--- src/rtl/seg_display_scanner_if.sv ---
// Bus between the seven-segment scanner and its host/decoder.
// Holds the load strobe, the value to show, and the per-slot scan outputs.
`timescale 1ns/1ps
interface seg_display_scanner_if #(
  parameter int NUM_DIGITS = 8
) ();
  localparam int IDX_W = $clog2(NUM_DIGITS);

  // Handshake: load is a single-cycle strobe with no ready. value_in is
  // accepted on every rising edge where load is high and rst is low. No
  // back-pressure exists; a later strobe in the same frame replaces an
  // earlier one.
  logic [4*NUM_DIGITS-1:0] value_in;
  logic                    load;
  logic [3:0]              digit_bin;
  logic                    digit_blank;
  logic [NUM_DIGITS-1:0]   anode;
  logic [IDX_W-1:0]        digit_idx;
  logic                    frame_done;
  logic                    pending;

  modport master (
    output value_in, load,
    input  digit_bin, digit_blank, anode, digit_idx, frame_done, pending
  );

  modport slave (
    input  value_in, load,
    output digit_bin, digit_blank, anode, digit_idx, frame_done, pending
  );
endinterface

--- src/rtl/seg_display_scanner.sv ---
// Time-multiplexed common-anode seven-segment scanner with tear-free frame updates.
// Optional leading-zero blanking is enabled by defining SEVSEG_LZ_BLANK_EN.
`timescale 1ns/1ps
module seg_display_scanner #(
  parameter int NUM_DIGITS    = 8,
  parameter int REFRESH_DIV   = 100000,
  parameter int GUARD         = 2,
  parameter int AN_ACTIVE_LOW = 1
) (
  input  logic                   clk,
  input  logic                   rst,
  seg_display_scanner_if.slave   bus
);
  localparam int IDX_W = $clog2(NUM_DIGITS);
  localparam int CNT_W = $clog2(REFRESH_DIV);
  localparam int VAL_W = 4 * NUM_DIGITS;
  localparam logic [CNT_W-1:0] CNT_LAST = CNT_W'(REFRESH_DIV - 1);
  localparam logic [IDX_W-1:0] IDX_LAST = IDX_W'(NUM_DIGITS - 1);

  logic [CNT_W-1:0] cnt_q, cnt_d;
  logic [IDX_W-1:0] idx_q, idx_d;
  logic [VAL_W-1:0] disp_q, disp_d;
  logic [VAL_W-1:0] pend_val_q, pend_val_d;
  logic             pend_q, pend_d;

  logic slot_end;
  logic frame_wrap;
  logic guard_ok;
  logic blank;
  logic [NUM_DIGITS-1:0] onehot;

  assign slot_end   = (cnt_q == CNT_LAST);
  assign frame_wrap = slot_end && (idx_q == IDX_LAST);

  always_comb begin
    cnt_d      = slot_end ? '0 : cnt_q + 1'b1;
    idx_d      = idx_q;
    disp_d     = disp_q;
    pend_val_d = pend_val_q;
    pend_d     = pend_q;
    if (slot_end) begin
      idx_d = (idx_q == IDX_LAST) ? '0 : idx_q + 1'b1;
    end
    // A load on the wrap cycle goes straight to disp; otherwise it waits.
    if (frame_wrap) begin
      if (bus.load) begin
        disp_d = bus.value_in;
        pend_d = 1'b0;
      end else if (pend_q) begin
        disp_d = pend_val_q;
        pend_d = 1'b0;
      end
    end else if (bus.load) begin
      pend_val_d = bus.value_in;
      pend_d     = 1'b1;
    end
  end

  always_ff @(posedge clk) begin
    if (rst) begin
      cnt_q      <= '0;
      idx_q      <= '0;
      disp_q     <= '0;
      pend_val_q <= '0;
      pend_q     <= 1'b0;
    end else begin
      cnt_q      <= cnt_d;
      idx_q      <= idx_d;
      disp_q     <= disp_d;
      pend_val_q <= pend_val_d;
      pend_q     <= pend_d;
    end
  end

  generate
    if (GUARD == 0) begin : g_no_guard
      assign guard_ok = 1'b1;
    end else begin : g_guard
      assign guard_ok = (cnt_q >= CNT_W'(GUARD));
    end
  endgenerate

`ifdef SEVSEG_LZ_BLANK_EN
  // Highest non-zero nibble; digit 0 stays lit even when disp is zero.
  logic [IDX_W-1:0] top_nz;
  always_comb begin
    top_nz = '0;
    for (int i = 1; i < NUM_DIGITS; i++) begin
      if (disp_q[4*i +: 4] != 4'h0) top_nz = IDX_W'(i);
    end
  end
  assign blank = (idx_q > top_nz);
`else
  assign blank = 1'b0;
`endif

  always_comb begin
    onehot = '0;
    for (int i = 0; i < NUM_DIGITS; i++) begin
      onehot[i] = guard_ok && !blank && (idx_q == IDX_W'(i));
    end
  end

  assign bus.anode       = (AN_ACTIVE_LOW != 0) ? ~onehot : onehot;
  assign bus.digit_bin   = disp_q[{idx_q, 2'b00} +: 4];
  assign bus.digit_blank = blank;
  assign bus.digit_idx   = idx_q;
  assign bus.frame_done  = frame_wrap;
  assign bus.pending     = pend_q;
endmodule

--- src/flat_wrapper.sv ---
// flat-port wrapper written by rule: the top's interface ports become plain ports
module seg_display_scanner_flat 
#(
  parameter int NUM_DIGITS    = 8,
  parameter int REFRESH_DIV   = 100000,
  parameter int GUARD         = 2,
  parameter int AN_ACTIVE_LOW = 1
)
  (clk, rst, bus_value_in, bus_load, bus_digit_bin, bus_digit_blank, bus_anode, bus_digit_idx, bus_frame_done, bus_pending);
  seg_display_scanner_if #(.NUM_DIGITS(NUM_DIGITS)) bus_i ();
  input  logic clk;
  input  logic rst;
  input wire logic [$bits(bus_i.value_in)-1:0] bus_value_in;
  input wire logic [$bits(bus_i.load)-1:0] bus_load;
  output wire logic [$bits(bus_i.digit_bin)-1:0] bus_digit_bin;
  output wire logic [$bits(bus_i.digit_blank)-1:0] bus_digit_blank;
  output wire logic [$bits(bus_i.anode)-1:0] bus_anode;
  output wire logic [$bits(bus_i.digit_idx)-1:0] bus_digit_idx;
  output wire logic [$bits(bus_i.frame_done)-1:0] bus_frame_done;
  output wire logic [$bits(bus_i.pending)-1:0] bus_pending;
  assign bus_i.value_in = bus_value_in;
  assign bus_i.load = bus_load;
  assign bus_digit_bin = bus_i.digit_bin;
  assign bus_digit_blank = bus_i.digit_blank;
  assign bus_anode = bus_i.anode;
  assign bus_digit_idx = bus_i.digit_idx;
  assign bus_frame_done = bus_i.frame_done;
  assign bus_pending = bus_i.pending;
  seg_display_scanner #(.NUM_DIGITS(NUM_DIGITS), .REFRESH_DIV(REFRESH_DIV), .GUARD(GUARD), .AN_ACTIVE_LOW(AN_ACTIVE_LOW)) u_core (.clk(clk), .rst(rst), .bus(bus_i));
endmodule
--- config.mk ---
export PLATFORM = sky130hd
export DESIGN_NAME = seg_display_scanner_flat
export DESIGN_NICKNAME = d
export VERILOG_FILES = /design/src/rtl/seg_display_scanner_if.sv /design/src/rtl/seg_display_scanner.sv /design/src/flat_wrapper.sv
export SDC_FILE = /design/constraint.sdc
export NUM_CORES = 1
export LEC_CHECK = 0
export ABC_AREA = 1
export BUFFER_PORTS_ARGS = -buffer_cell sky130_fd_sc_hd__buf_2
export CAP_MARGIN = 5
export CORE_ASPECT_RATIO = 0.9
export CORE_UTILIZATION = 40
export CTS_CLUSTER_SIZE = 10
export DETAILED_ROUTE_END_ITERATION = 8
export GPL_TIMING_DRIVEN = 0
export MAX_ROUTING_LAYER = met4
export PLACE_DENSITY_LB_ADDON = 0.1
export SLEW_MARGIN = 10
export SYNTH_ARGS = -nofsm -noshare
export SYNTH_HDL_FRONTEND = slang
export SYNTH_SLANG_ARGS = --single-unit
--- constraint.sdc ---
create_clock -name clk -period 2.4 [get_ports clk]
set_input_delay 0 -clock clk [delete_from_list [all_inputs] [get_ports clk]]
set_output_delay 0 -clock clk [all_outputs]
set_load 0.005 [all_outputs]
# After elaboration in Yosys (flattened, before gate mapping)
# Cells that the tools add are included.
[word_totals] mem_count=0 latch_bits=0 ramBits=0 mem_bits_ro=0 word_cells=37 output_inout_bits=18 ff_bits=85
[classes] div=0 reduce_logical=15 mux=3 addsub=2 order_cmp=1 bitwise_logic=2 eq_ne=8 n_mul=0 n_shift=1
[op_table] operator="32-bit two-way mux" count=2
[op_table] operator="32-bit by 6-bit variable part select with 4-bit output" count=1
[op_table] operator="17-bit by 1-bit adder with 17-bit output, second input constant" count=1
[op_table] operator="17-bit == test, second input constant" count=1
[op_table] operator="17-bit by 2-bit >= comparator with 1-bit output, second input constant" count=1
[op_table] operator="3-bit == test, second input constant" count=4
[op_table] operator="1-bit logical AND" count=9
[op_table] operator="8-bit inverter" count=1
[op_table] operator="3-bit by 2-bit == test with 1-bit output, second input constant" count=2
[op_table] operator="2-bit AND reduction" count=2
[op_table] operator="2-bit OR reduction" count=2
[op_table] operator="3-bit by 1-bit adder with 3-bit output, second input constant" count=1
[op_table] operator="3-bit by 1-bit == test with 1-bit output, second input constant" count=1
[op_table] operator="3-bit logical NOT" count=1
[op_table] operator="3-bit two-way mux" count=1
[op_table] operator="2-bit nonzero test" count=1
[op_table] operator="1-bit inverter" count=1

# Longest topological paths before layout
[depth] depth_word=4 depth_mapped=10 ltp_nobuf=8

# Worst setup path before layout
# No wires, ideal clock.
[synth_timing] path_kind="register to register" start="reg u_core.idx_q[1], in the netlist u_core.bus.digit_idx[1]" end="reg u_core.pend_val_q[13]" stages_incl_launch_ff=9 t_arrival_ps=1671 setup_ps=115 n_path_buf=3 period_less_slack_ps=1786 required_time_ps=2285 setup_slack_ps=614 cell_sequence="dfxtp_1 > ha_1 > ha_1 > clkbuf_1 > nand4_4 > buf_6 > buf_6 > a21oi_1 > nor2_1"
[synth_between] elab_chain_len=4
[synth_lines] element="start, declared" line_no="seg_display_scanner.sv:21" rtl="logic [IDX_W-1:0] idx_q, idx_d;"
[synth_lines] element="start signal, assigned" line_no="seg_display_scanner.sv:68" rtl="idx_q <= idx_d;"
[synth_lines] element="3-bit == test" line_no="seg_display_scanner.sv:33" rtl="assign frame_wrap = slot_end && (idx_q == IDX_LAST);"
[synth_lines] element="1-bit logical AND" line_no="seg_display_scanner.sv:33"
[synth_lines] element="1-bit inverter (no line)"
[synth_lines] element="2-bit AND reduction (no line)"
[synth_lines] element="end signal, assigned" line_no="seg_display_scanner.sv:70" rtl="pend_val_q <= pend_val_d;"
[synth_lines] element="end, declared" line_no="seg_display_scanner.sv:23" rtl="logic [VAL_W-1:0] pend_val_q, pend_val_d;"
# No other way between the ends.
# A chain may end at the register's enable or synchronous reset.

# Final worst setup path
[layout_timing] start="reg u_core.idx_q[1], in the netlist u_core.bus.digit_idx[1]" end="reg u_core.disp_q[11]"
[layout_between] elab_chain_len=3
[layout_lines] element="3-bit == test" line_no="seg_display_scanner.sv:33"
[layout_lines] element="1-bit logical AND" line_no="seg_display_scanner.sv:33"
[layout_lines] element="2-bit AND reduction (no line)"
[layout_lines] element="end signal, assigned" line_no="seg_display_scanner.sv:69" rtl="disp_q <= disp_d;"
[layout_lines] element="end, declared" line_no="seg_display_scanner.sv:22" rtl="logic [VAL_W-1:0] disp_q, disp_d;"
# No other way between the ends.

==> flow_metrics.env <==
export IMPL_status="completed"
export IMPL_std_cell_rows=36
export IMPL_synthFlopType="dfxtp_1"
export IMPL_rsz0062_at_grt="no"
export IMPL_power_leakage_nw=2.56
export IMPL_slew_headroom_pct=55.2
export IMPL_slowest_stage="dfxtp_1"
export IMPL_grt_use_total_pct=22.6
export IMPL_clock_sinks=85
export IMPL_setup_viol=0
export IMPL_num_antenna_cells=0
export IMPL_critical_path_cell_chain="ha_1 -> ha_2 -> buf_1 -> nand4_1 -> nand2_1 -> nor2_1"
export IMPL_fp_dieArea_sq_um=12000
export IMPL_yosys_area_top_type_share_pct=36.8
export IMPL_slew_violations=0
export IMPL_syn_nets=692
export IMPL_clk_latency_ps=340
export IMPL_yosysMostFrequentCell="nor2_1"
export IMPL_cts_max_path_buffers=2
export IMPL_drc=0
export IMPL_synth_edff_count=0
export IMPL_synth_top_cell_by_area="dfxtp_1"
export IMPL_worstReg2RegStart="u_core.bus.digit_idx[1]"
export IMPL_ant_nets=0
export IMPL_worstPathRequired_ps=2630
export IMPL_grt_pass1_vias=4038
export IMPL_antenna_found_initial=0
export IMPL_viasPerCell=4.99
export IMPL_post_place_ws_ps=161
export IMPL_syn2layout_area_growth_pct=21.9
export IMPL_async_reset_ff_share_pct=0
export IMPL_drtPass1Iterations=5
export IMPL_clockRootBuffer="clkbuf_16"
export IMPL_globalplace_congestion=0.924
export IMPL_dieHeight_um=104
export IMPL_drt_iter0_markers=309
export IMPL_cp_max_fo=17
export IMPL_numCtsBuffers=9
export IMPL_setup_tns_final_ps=0
export IMPL_avgSynthCellArea_sq_um=7.12
export IMPL_worstMarginPinSlew_ps=671
export IMPL_pwr_share_seq_pct=44.3
export IMPL_grt_ovfl_total=0
export IMPL_h_tree_depth=3
export IMPL_synthCells=649
export IMPL_synthDistinctLibCells=32
export IMPL_arrival_ps=2320
export IMPL_startpoint_type="flop"
export IMPL_grt_pass1_wl_mm=20.5
export IMPL_min_from="bus_value_in[5]"
export IMPL_cts_tree="built"
export IMPL_cpPeakStageDelay_ps=560
export IMPL_worstSetupEndpointType="flop"
export IMPL_synth_common_cells="nor2_1 (134), nand2_1 (112), dfxtp_1 (85)"
export IMPL_synth_seq_area_share_pct=36.8
export IMPL_post_cts_buffers=0
export IMPL_seqCellArea_sq_um=1700
export IMPL_powerDensity_nw_per_um2=592
export IMPL_dp_hpwl_mm=9.31
export IMPL_finalNetCount=776
export IMPL_ys_ff_latch=85
export IMPL_endpoint="u_core.disp_q[11]"
export IMPL_peakVddDrop_uv=380
export IMPL_fin_ws_ps=310
export IMPL_yosysWarnings=0
export IMPL_reg2reg_slack_ps=310
export IMPL_synth_top_cells_by_area="dfxtp_1 (37%), nor2_1 (11%), nand2_1 (9.1%)"
export IMPL_layout_drive_gt1_share_pct=16.5
export IMPL_die_w_um=115
export IMPL_wl_per_cell_um=14.0
export IMPL_placement_io_buffers=50
export IMPL_hp_class="in -> reg"
export IMPL_crit_type="reg -> reg"
export IMPL_ioPinCount=53
export IMPL_maxCapViolCount=0
export IMPL_clkPwrFrac_pct=45.7
export IMPL_cts_reportedPaths_clkPinSlew_ps=60
export IMPL_multi_input_area_sq_um=2460
export IMPL_combPwrFrac_pct=10.0
export IMPL_nFillCells=1109
export IMPL_post_route_period_util_pct=87.1
export IMPL_cell_internal_pwr_mw=2.54
export IMPL_rr_endpoint="u_core.disp_q[11]"
export IMPL_fmax_mhz=479
export IMPL_period_needed_ps=2090
export IMPL_grt_start_max_net_pins=15
export IMPL_wirelength_mm=12.5
export IMPL_crit_path_start="u_core.bus.digit_idx[1]"
export IMPL_core_sq_um=11000
export IMPL_netSwitchingPower_mw=0.795
export IMPL_r2r_cells=6
export IMPL_start_util_pct=41.8
export IMPL_hold_viol_final=0
export IMPL_skew_ps=6.26
export IMPL_syn_area_sq_um=4620
export IMPL_vias=4441
export IMPL_swShare_pct=23.9
through the flow:
step	instance area, sq um	hold slack [ps]	total power [mW]	instances	util [%]
final	5630	4.85	3.33	890	51.0
after global routing	5630	24.2	3.45	890	51.0
after CTS	5630	0.366	3.36	891	51.0
after detailed placement	5060	336	1.81	851	45.8
after global placement	5060	319	1.80	851	45.8
after floorplan	4620	212	1.71	649	-
placed cells by master (no fill, tap or decap), drive strengths merged, types with 7 or more instances in the layout:
master / instances
nor2: 138
nand2: 113
dfxtp: 85
buf: 80
inv: 50
nand3: 50
a21oi: 44
nand4: 38
mux2i: 32
dlygate4sd3: 25
clkbuf: 22
o21ai: 19
o22ai: 8
ha: 8
nor3: 7
cells by family after synthesis:
group,share of synthesized area [%]
xor+xnor,0.948
compound gates,7.91
simple gates,35.3
buf+inv,9.83
fa+ha+maj,2.17
other cells,0.0812
flops,36.8
mux,6.94
power by group through the flow:
stage	Sequential [mW]	Clock, mW	Combinational, mW
after floorplan	1.50	0	0.203
final	1.48	1.52	0.334
after CTS	1.48	1.55	0.333
after global routing	1.48	1.60	0.373
after detailed placement	1.51	0	0.301
after global placement	1.51	0	0.295
state kept, by name, indices dropped and copies added (netlist names):
register	count
u_core.pend_val_q	32
u_core.cnt_q	17
u_core.disp_q	32
u_core.bus.digit_idx	3
u_core.bus.pending	1
timing repair:
| item | in CTS | in global routing |
|---|---|---|
| setup endpoints to repair | 1 | 1 |
| hold buffers | 25 | 0 |
| gates resized for setup | 0 | 1 |
| pin swaps | 0 | 0 |
| hold endpoints to repair | 25 | 0 |
routing by layer:
metal  wire length, um  GRT usage, %  share of wire, %
met1              6620          33.7                53
met2              5160          31.4                41
met3               560          4.08               4.5
met4               119          5.10              0.96
met5                 0             -                 0
worst min path at each step:
stage                     cells past startpoint               endpoint  slack, ps
final                                         5   u_core.pend_val_q[5]          5
after global routing                          5   u_core.pend_val_q[7]         20
after CTS                                     5   u_core.pend_val_q[5]        0.4
after detailed placement                      5  u_core.pend_val_q[18]        340
after global placement                        5  u_core.pend_val_q[20]        320
after floorplan                               4  u_core.pend_val_q[25]        210
worst max-delay path: cells and delay by family (launching register included):
kind          cells  cell delay, ps
fa+ha+maj         2             680
flops             1             560
buf+inv           1             410
simple gates      3             330
cell type report:
type | instances | share of cell area, %
multi-input cells | 467 | 43.8
flip-flops and latches | 85 | 30.2
repair buffers | 75 | 8.89
plain buffers | 42 | 4.40
clock buffers | 10 | 4.25
inverters | 53 | 3.53
well taps | 152 | 3.38
clock inverters | 6 | 1.53
Note: power is estimated with default switching activity, not from simulation.
